`src/rtl/acondicionador_botones.sv`:
```
// -----------------------------------------------------------------------------
// acondicionador_botones
//
// Front-end conditioner for the four active-low clock pushbuttons. Each raw pad
// goes through a 2-FF synchronizer, a debounce counter and a stable register,
// and produces a clean active-low level plus a one-cycle active-high press
// pulse. All outputs are registered.
//
// Optional feature macro: AUTOREPEAT_EN
//   Defined   -> incrementar/decrementar get an IDLE/HOLD/REPEAT machine that
//                keeps pulsing while the button stays held.
//   Undefined -> every channel pulses exactly once per debounced press.
//
// Parameters:
//   DEBOUNCE_CYCLES  cycles the synchronized input must differ before flipping
//   HOLD_CYCLES      cycles after the press pulse before the first repeat
//   REPEAT_CYCLES    spacing between repeat pulses
//
// Ports:
//   clk, reset                       clock, synchronous active-high reset
//   *_in                             raw asynchronous pads, active-low
//   incrementar..establecer          debounced levels, active-low
//   pulso_*                          press pulses, active-high, 1 cycle
// -----------------------------------------------------------------------------
module acondicionador_botones #(
   parameter int DEBOUNCE_CYCLES = 20,
   parameter int HOLD_CYCLES     = 8,
   parameter int REPEAT_CYCLES   = 4
) (
   input  logic clk,
   input  logic reset,
   input  logic incrementar_in,
   input  logic decrementar_in,
   input  logic cambiar_in,
   input  logic establecer_in,
   output logic incrementar,
   output logic decrementar,
   output logic cambiar,
   output logic establecer,
   output logic pulso_incrementar,
   output logic pulso_decrementar,
   output logic pulso_cambiar,
   output logic pulso_establecer
);

   localparam int CW = $clog2(DEBOUNCE_CYCLES + 1);
   localparam logic [CW-1:0] CNT_LAST = CW'(DEBOUNCE_CYCLES - 1);

   // Elaboration-time sanity checks on the timing parameters.
   if (DEBOUNCE_CYCLES < 2) begin : g_bad_debounce
      $error("DEBOUNCE_CYCLES must be at least 2");
   end
   if (HOLD_CYCLES < 1 || REPEAT_CYCLES < 1) begin : g_bad_repeat
      $error("HOLD_CYCLES and REPEAT_CYCLES must be at least 1");
   end

`ifdef AUTOREPEAT_EN
   localparam int RMAX = (HOLD_CYCLES > REPEAT_CYCLES) ? HOLD_CYCLES : REPEAT_CYCLES;
   localparam int RW   = $clog2(RMAX + 1);
   localparam logic [RW-1:0] HOLD_LAST = RW'(HOLD_CYCLES - 1);
   localparam logic [RW-1:0] REP_LAST  = RW'(REPEAT_CYCLES - 1);

   typedef enum logic [1:0] {IDLE, HOLD, REPEAT} rep_state_t;
`endif

   // Channel order: 0 incrementar, 1 decrementar, 2 cambiar, 3 establecer.
   logic [3:0] raw;
   logic [3:0] level;
   logic [3:0] pulse;

   assign raw = {establecer_in, cambiar_in, decrementar_in, incrementar_in};

   genvar gi;
   generate
      for (gi = 0; gi < 4; gi++) begin : g_ch
         logic          sync1_reg, sync2_reg, stable_reg, pulse_reg;
         logic          stable_next;
         logic [CW-1:0] cnt_reg, cnt_next;
         logic          flip;
         logic          press_evt;
         logic          release_evt;
         logic          rep_evt;

         // Any cycle where sync2 matches stable clears the count, so a bounce
         // back restarts the qualification window from scratch.
         always_comb begin
            cnt_next    = '0;
            stable_next = stable_reg;
            flip        = 1'b0;
            if (sync2_reg != stable_reg) begin
               if (cnt_reg == CNT_LAST) begin
                  flip        = 1'b1;
                  stable_next = sync2_reg;
               end else begin
                  cnt_next = cnt_reg + CW'(1);
               end
            end
         end

         // stable currently 1 and flipping means a press; currently 0 means release.
         assign press_evt   = flip & stable_reg;
         assign release_evt = flip & ~stable_reg;

         always_ff @(posedge clk) begin
            if (reset) begin
               sync1_reg  <= 1'b1;
               sync2_reg  <= 1'b1;
               stable_reg <= 1'b1;
               cnt_reg    <= '0;
               pulse_reg  <= 1'b0;
            end else begin
               sync1_reg  <= raw[gi];
               sync2_reg  <= sync1_reg;
               stable_reg <= stable_next;
               cnt_reg    <= cnt_next;
               pulse_reg  <= press_evt | rep_evt;
            end
         end

`ifdef AUTOREPEAT_EN
         if (gi < 2) begin : g_rep
            rep_state_t    state_reg, state_next;
            logic [RW-1:0] rcnt_reg, rcnt_next;
            logic          rep_c;

            always_ff @(posedge clk) begin
               if (reset) begin
                  state_reg <= IDLE;
                  rcnt_reg  <= '0;
               end else begin
                  state_reg <= state_next;
                  rcnt_reg  <= rcnt_next;
               end
            end

            // Release wins over everything, which also suppresses a repeat
            // pulse that would otherwise land in the release cycle.
            always_comb begin
               state_next = state_reg;
               rcnt_next  = rcnt_reg;
               rep_c      = 1'b0;
               if (release_evt) begin
                  state_next = IDLE;
                  rcnt_next  = '0;
               end else begin
                  case (state_reg)
                     IDLE: begin
                        if (press_evt) begin
                           state_next = HOLD;
                           rcnt_next  = '0;
                        end
                     end
                     HOLD: begin
                        if (rcnt_reg == HOLD_LAST) begin
                           rep_c      = 1'b1;
                           state_next = REPEAT;
                           rcnt_next  = '0;
                        end else begin
                           rcnt_next = rcnt_reg + RW'(1);
                        end
                     end
                     REPEAT: begin
                        if (rcnt_reg == REP_LAST) begin
                           rep_c     = 1'b1;
                           rcnt_next = '0;
                        end else begin
                           rcnt_next = rcnt_reg + RW'(1);
                        end
                     end
                     default: begin
                        state_next = IDLE;
                        rcnt_next  = '0;
                     end
                  endcase
               end
            end

            assign rep_evt = rep_c;
         end else begin : g_norep
            assign rep_evt = 1'b0;
         end
`else
         assign rep_evt = 1'b0;
`endif

         assign level[gi] = stable_reg;
         assign pulse[gi] = pulse_reg;
      end
   endgenerate

   assign incrementar       = level[0];
   assign decrementar       = level[1];
   assign cambiar           = level[2];
   assign establecer        = level[3];
   assign pulso_incrementar = pulse[0];
   assign pulso_decrementar = pulse[1];
   assign pulso_cambiar     = pulse[2];
   assign pulso_establecer  = pulse[3];

endmodule

```
`config.mk`:
```
export PLATFORM = sky130hd
export DESIGN_NAME = acondicionador_botones
export DESIGN_NICKNAME = d
export VERILOG_FILES = /design/src/rtl/acondicionador_botones.sv
export SDC_FILE = /design/constraint.sdc
export NUM_CORES = 1
export LEC_CHECK = 0
export CAP_MARGIN = 5
export CORE_MARGIN = 2
export CORE_UTILIZATION = 40
export DETAILED_ROUTE_END_ITERATION = 8
export GPL_TIMING_DRIVEN = 0
export HOLD_SLACK_MARGIN = 0.15
export SLEW_MARGIN = 20
export SYNTH_ARGS = -nofsm -noshare
export SYNTH_HDL_FRONTEND = slang
export SYNTH_SLANG_ARGS = --single-unit
```
`constraint.sdc`:
```
create_clock -name clk -period 1.9 [get_ports clk]
set_clock_uncertainty 0.15 [all_clocks]
set_input_delay 0.38 -clock clk [delete_from_list [all_inputs] [get_ports clk]]
set_output_delay 0.38 -clock clk [all_outputs]
set_load 0.1 [all_outputs]
```
## Word level (Yosys, flattened, before mapping)

Cells that the tools add are included.

- Add/subtract/negate cells: 4
- Eq/ne operators: 8
- Mux-type cells: 8
- Bitwise logic cells: 8
- Reduce and logical (&&, ||, !) cells: 8

Operators with widths:

| kind | number |
|---|---|
| $add 5x1->5 const B | 4 |
| $eq 5x5->1 const B | 4 |
| $reduce_or 3->1 | 4 |
| $mux 1 | 8 |
| $reduce_and 2->1 | 4 |
| $and 1x1->1 | 4 |
| $ne 1x1->1 | 4 |
| $not 1->1 | 4 |

- Flip-flop bits (word level): 36
- Input bits: 6
- Output and inout port bits: 8
- Word-level logic and storage cells: 56

## Longest topological paths before layout

- Word-level depth: 4
- Depth in mapped cells: 4
- Depth with buffers taken out: 4

## Worst setup path before layout

OpenSTA, ideal clock, no wires.

- Kind: flip-flop to flip-flop
- From: register g_ch[1].stable_reg (netlist: decrementar)
- To: register g_ch[1].cnt_reg[2]
- Setup time: 64 ps
- Arrival time: 1576 ps
- Required time: 1686 ps
- Setup slack: 110 ps
- Stages on the path, launching flop included: 4
- Path buffers: 0
- Period minus slack after synthesis: 1790 ps
- Cells stage by stage: dfxtp_1 -> xnor2_1 -> or3_4 -> nor2_1

- Cells in the longest elaborated chain, start to end: 3

Ends and longest elaborated chain:

| item | line | text |
|---|---|---|
| start: declaration | 76 | `logic sync1_reg, sync2_reg, stable_reg, pulse_reg;` |
| start signal: assignment | 114 | `stable_reg <= stable_next;` |
| $ne 1x1->1 | 90 | `if (sync2_reg != stable_reg) begin` |
| $not 1->1 (no line) | - |  |
| $reduce_or 3->1 (no line) | - |  |
| end signal: assignment | 115 | `cnt_reg <= cnt_next;` |
| end: declaration | 78 | `logic [CW-1:0] cnt_reg, cnt_next;` |

No other way between the ends.
A chain may end at the register's enable or synchronous reset.

## Final worst setup path

- From: register g_ch[1].stable_reg (netlist: decrementar)
- To: output port decrementar

RTL lines:

| item | line | text |
|---|---|---|
| end: declaration | 37 | `output logic decrementar,` |

No word-level cell between the ends.

==> impl_metrics.yaml <==
outcome:
  status: "complete, no violations"
logic_synthesis:
  ys.warnings.count: 0
  synth_edf_count: 0
  syn-num-nets: 136
  synth-main-ff-cell: "dfxtp_1"
  netlist_area_mm2: 0.00131
  seq_area_frac_synth_pct: 54.9
  synth_seq_cells: 36
  synthCells: 126
  yosysUniqueCellTypes: 25
  synth-async-reset-ratio_pct: 0
  syn_area_per_cell_um2: 10.4
critical_path:
  r2r_slack_ns: 0.37
  path_class: "register to output port"
  cp_slowest_cell: "clkdlybuf4s15_2"
  crit_family: "buffers and inverters"
  slowest_delay_ns: 0.58
  worst-path-buf-inv: 1
  worstPathMaxFanout: 4
  end_kind: "output port"
  cp-start-kind: "register"
  cp.arrival_ns: 1.30
  worstPathCellList: "clkdlybuf4s15_2"
  crit_required_ns: 1.37
clocking:
  cts_buffers: 5
  htreeDepth: 2
  postCtsSetupRepairBufs: 0
  clkTransAtPathRegs_ns: 0.09
  cts_max_path_buffers: 2
  cts_tree: "yes"
  insertion_delay_ns: 0.32
  clock_sinks: 36
  cts_root_buf: "clkbuf_4"
timing:
  hold_viol_final: 0
  worstMarginPinSlew_ns: 0.548
  whs_ns: 0.268
  maxSlewViolCount: 0
  finalCriticalPeriod_ns: 1.83
  rsz0062_at_grt: "no"
  timing.setup.tns_ns: 0
  fmaxAchievable_mhz: 547
  relSlewSlack_pct: 63.6
  setup_viol: 0
  finalCritPeriodShare_pct: 96.2
grt:
  grt-ovfl-total: 0
  grt_pass1_vias: 881
  grt_pass1_wl_um: 3700
  grt_max_degree: 11
  track_usage_pct: 13.8
  antenna_found_initial: 0
layout:
  area_growth_pct: 17.7
  antenna_cells: 0
  largest_reg_flops: 20
  register_area_um2: 721
  nets: 156
  layout-drive-gt1-share_pct: 19.4
  layout_common_cells: "dfxtp_1 (36), nor2_1 (23), xor2_1 (8), or2_2 (8), clkdlybuf4s15_2 (8)"
  multiInputGateArea_um2: 562
  fin_area_mm2: 0.00155
  fillers: 284
  final_common_cell: "dfxtp_1"
power_and_ir_drop:
  vdd_ir_drop_max_mv: 0.415
  leakagePower_nw: 0.573
  powerDensity_mw_per_mm2: 739
place:
  port_buffers: 13
  dp_hpwl_um: 1490
  gp_congestion: 0.682
  placed_area_mm2: 0.00150
floorplanning:
  die_area_mm2: 0.00376
  core-area_mm2: 0.00308
  fp.dieH_um: 61.3
  ios: 14
  row_count: 20
  initial_core_util_pct: 42.6
  die_width_um: 61.3
worst_hold_path:
  hp-class: "register to register"
detailed_routing:
  wl_um: 1990
  num_vias: 868
  wl_per_cell_um: 10.6
  post-route-drc-count: 0
  drt_iter0_drc: 28
  avgViaCountPerCell: 4.62
  antenna_left: 0
  first_pass_iters: 4
flow_run:
  cap_violations: 0
-- cell usage after synthesis (2+ instances only) --
master	count	area, µm²
xor2_1	8	70.1
inv_1	6	22.5
nand3_1	7	35.0
and3_1	2	12.5
ha_1	4	50.1
or2_2	8	50.1
nor2_1	23	86.3
or3_4	3	33.8
a21oi_1	3	15.0
xnor2_1	7	61.3
and4bb_4	3	48.8
dfxtp_1	36	721
nor3_1	3	15.0
nand3b_1	2	15.0
-- final timing paths --
check                       endpoint  cells past startpoint               start
setup / recovery         decrementar                      1         decrementar
hold / removal     g_ch[3].sync2_reg                      1   g_ch[3].sync1_reg
setup reg to reg  g_ch[1].cnt_reg[4]                      4  g_ch[1].cnt_reg[0]
hold reg to reg    g_ch[3].sync2_reg                      1   g_ch[3].sync1_reg
-- repair_timing --
action                                  in CTS  in global routing
resized for setup                           24                  0
hold buffers                                 0                  0
endpoints found under the setup margin       8                  0
-- through the flow --
step	cells	setup WS (ns)	util (%)	total power (W)
2_1_floorplan	126	0.110	-	0.000808
3_3_place_gp	183	-0.150	48.7	0.000823
3_5_place_dp	183	-0.158	48.7	0.000825
4_1_cts	188	0.0487	50.2	0.00116
5_1_grt	188	0.00331	50.2	0.00120
6_report	188	0.0713	50.2	0.00114
-- power breakdown --
part	switching, W	leakage, nW	internal, W
sequential	0.00000514	0.292	0.000764
clock	0.000211	0.0230	0.000123
combinational	0.0000152	0.258	0.0000214
total	0.000232	0.573	0.000909
-- layer usage --
layer / routed length [µm] / vias up / share of wire [%] / global-route usage (%)
met1: 882 / 394 / 44 / 15.6
li1: - / 454 / - / -
met2: 943 / 15 / 48 / 22.0
met4: 42 / 0 / 2.1 / 6.52
met3: 117 / 5 / 5.9 / 6.51
met5: 0 / - / 0 / 0
-- area by class of cell --
| type | instances | area share, % |
|---|---|---|
| Multi-Input combinational cell | 82 | 36.4 |
| Buffer | 2 | 0.486 |
| Inverter | 6 | 1.46 |
| Tap cell | 44 | 3.56 |
| Clock buffer | 5 | 2.43 |
| Timing Repair Buffer | 13 | 9.07 |
| Sequential cell | 36 | 46.6 |
-- cell families (layout without fill, tap and decap cells) --
group	after synthesis	in the layout	synth area share, %
xor+xnor	15	15	10.0
flops	36	36	54.9
compound gates	6	6	2.67
simple gates	57	57	26.3
fa+ha+maj	4	4	3.81
buf+inv	8	26	2.29
(Power assumes the default switching activity.)
==> RTL change, RTL diff (same settings) <==
Register the outputs `incrementar`, `decrementar`, `cambiar`, `establecer`, `pulso_incrementar`, `pulso_decrementar`, `pulso_cambiar` and `pulso_establecer`, without a reset; this adds one clock of latency there.
--- a/src/rtl/acondicionador_botones.sv
+++ b/src/rtl/acondicionador_botones.sv
@@ -190,10 +190,12 @@
 
-   assign incrementar       = level[0];
-   assign decrementar       = level[1];
-   assign cambiar           = level[2];
-   assign establecer        = level[3];
-   assign pulso_incrementar = pulse[0];
-   assign pulso_decrementar = pulse[1];
-   assign pulso_cambiar     = pulse[2];
-   assign pulso_establecer  = pulse[3];
+   always_ff @(posedge clk) begin
+      incrementar       <= level[0];
+      decrementar       <= level[1];
+      cambiar           <= level[2];
+      establecer        <= level[3];
+      pulso_incrementar <= pulse[0];
+      pulso_decrementar <= pulse[1];
+      pulso_cambiar     <= pulse[2];
+      pulso_establecer  <= pulse[3];
+   end
 
Formal check against the unedited RTL: not equivalent (Yosys sat finds a counterexample within 4 cycles, from zero or initial values and one cycle with reset high).
==> RTL change against the original RTL <==
  * Wire length increased by 7.6%
  * Sequential cell count rose by 8
  * Worst setup slack improved by 120 ps
  * Clock power is 110% higher
  * Total power rose by 48%
  * Cell area rose by 16%
  * Synthesized area grew 12%
==> RTL change: results (changes against the original RTL) <==
* Status: completed
* Largest net degree at the start of global routing at 16 (+5)
* Switching Fraction at 0.200 (-0.00290)
* CTS Root Cell: clkbuf_8
* H-tree levels at 2 (unchanged)
* Hold Crit Class: reg2reg
* Inst Count DP at 195 (+6.6%)
* Worst-case clock buffer depth at 2 (unchanged)
* Leakage at 0.673 nW (+17%)
* Vias in the first global route at 967 (+9.8%)
* All-Layer GR Usage at 0.127 (-0.0110)
* First-pass GRT wire length at 3970 um (+7.3%)
* Share of cells above drive strength 1 at 0.200 (+0.00556)
* Via/cell ratio at 4.46 (-3.3%)
* CP peak stage delay at 550 ps (-30 ps)
* Ant. Diodes at 0 (unchanged)
* Syn Nets at 144 (+5.9%)
* Sequential area share after synthesis at 0.598 (+0.0490)
* Synth Warn # at 0 (unchanged)
* # nets final at 164 (+5.1%)
* DRT Pass-1 Iters at 4 (unchanged)
* Mean Syn Cell Area at 11.0 um2 (+5.5%)
* Avg WL per Cell at 10.5 um (-0.39%)
* Synth cell count leaders: dfxtp_1, nor2_1, or2_2, xor2_1
* Crit path arrival time at 1180 ps (-120 ps)
* Top delay family on crit path: buffers and inverters
* Layout fillers at 349 (+23%)
* Minimum clock period at 1710 ps (-123 ps)
* Netlist cell types at 25 (unchanged)
* Clk Latency, worst-skew pair at 300 ps (-20 ps)
* Initial antenna violation count at 0 (unchanged)
* Worst-path clk slew at 90 ps (about the same)
* Peak supply drop at 0.712 mV (+71%)
* Pre-CTS setup slack at -54.1 ps (+104 ps)
* R2R Setup Slk at 380 ps
* Vias after detailed routing at 906 (+4.4%)
* PortBufs at 13 (unchanged)
* Setup Fix Bufs, Post-CTS at 0 (unchanged)
* Max reg flops at 20 (unchanged)
* Num CTS Buffers at 5 (unchanged)
* Synth Flop Type: dfxtp_1
* Slowest-stage cell, CP: clkdlybuf4s15_2
* Crit-path max FO at 1 (-3)
* GPL Wtd Cong at 0.678 (-0.70%)
* Dpl hpwl at 1580 um (+6.0%)
* Post-synth ARST share at 0 (unchanged)
* Worst slew pin tran at 546 ps (-2.14 ps)
* Area contributors post-synth: dfxtp_1, nor2_1, xor2_1, xnor2_1, ha_1
* Starting DRT DRC Count at 28 (unchanged)
[RTL change: worst paths after layout]
| kind | from | depth (start not counted) | endpoint |
|---|---|---|---|
| worst max-delay path | cambiar$_DFF_P_ | 1 | cambiar |
| worst min-delay path | g_ch[3].pulse_reg$_SDFF_PP0_ | 0 | pulso_establecer$_DFF_P_ |
| worst max register to register | g_ch[2].cnt_reg[0]$_SDFF_PP0_ | 4 | g_ch[2].cnt_reg[0]$_SDFF_PP0_ |
| worst min register to register | g_ch[3].pulse_reg$_SDFF_PP0_ | 0 | pulso_establecer$_DFF_P_ |
[RTL change: cell families after synthesis]
| group | synth area share |
|---|---|
| xor gates and xnor gates | 0.0892 |
| buffers and inverters | 0.0204 |
| and+or+nand+nor | 0.234 |
| AOI/OAI and AO/OA | 0.0238 |
| DFF | 0.598 |
| adders and majority gates | 0.0340 |
[RTL change: through the flow]
step,area [um2],TNS [ps],hold slack [ps]
after global routing,1790,0,194
after floorplan,1470,0,160
after global placement,1660,-312,163
final,1790,0,180
after CTS,1790,0,181
after detailed placement,1660,-357,162
[RTL change: layout make-up]
cell class | instances | area, um2 | share of cell area
Buffer | 2 | 7.51 | 0.00420
Clock buffer | 5 | 68.8 | 0.0385
Clock inverter | 3 | 47.5 | 0.0266
Inverter | 6 | 22.5 | 0.0126
Multi-Input combinational cell | 82 | 562 | 0.314
Sequential cell | 44 | 881 | 0.492
Tap cell | 48 | 60.1 | 0.0336
Timing Repair Buffer | 13 | 140 | 0.0783
[RTL change: what timing repair did]
item,CTS,global route
hold buffers,0,0
gates resized for setup,24,0
endpoints found under the setup margin,8,0
[RTL change: power by group through the flow]
stage / logic [W] / registers, W / clock network, W
4_1_cts: 0.0000380 / 0.000937 / 0.000735
5_1_grt: 0.0000415 / 0.000938 / 0.000776
6_report: 0.0000370 / 0.000937 / 0.000713
2_1_floorplan: 0.0000219 / 0.000958 / 0
3_5_place_dp: 0.0000379 / 0.000959 / 0
3_3_place_gp: 0.0000367 / 0.000958 / 0
[RTL change: per-layer routing]
layer,part of all wire,track usage,up-vias
met1,0.46,0.130,399
met2,0.46,0.223,19
met5,0,0,-
met3,0.054,0.0417,7
met4,0.021,0.0798,0
li1,-,-,481
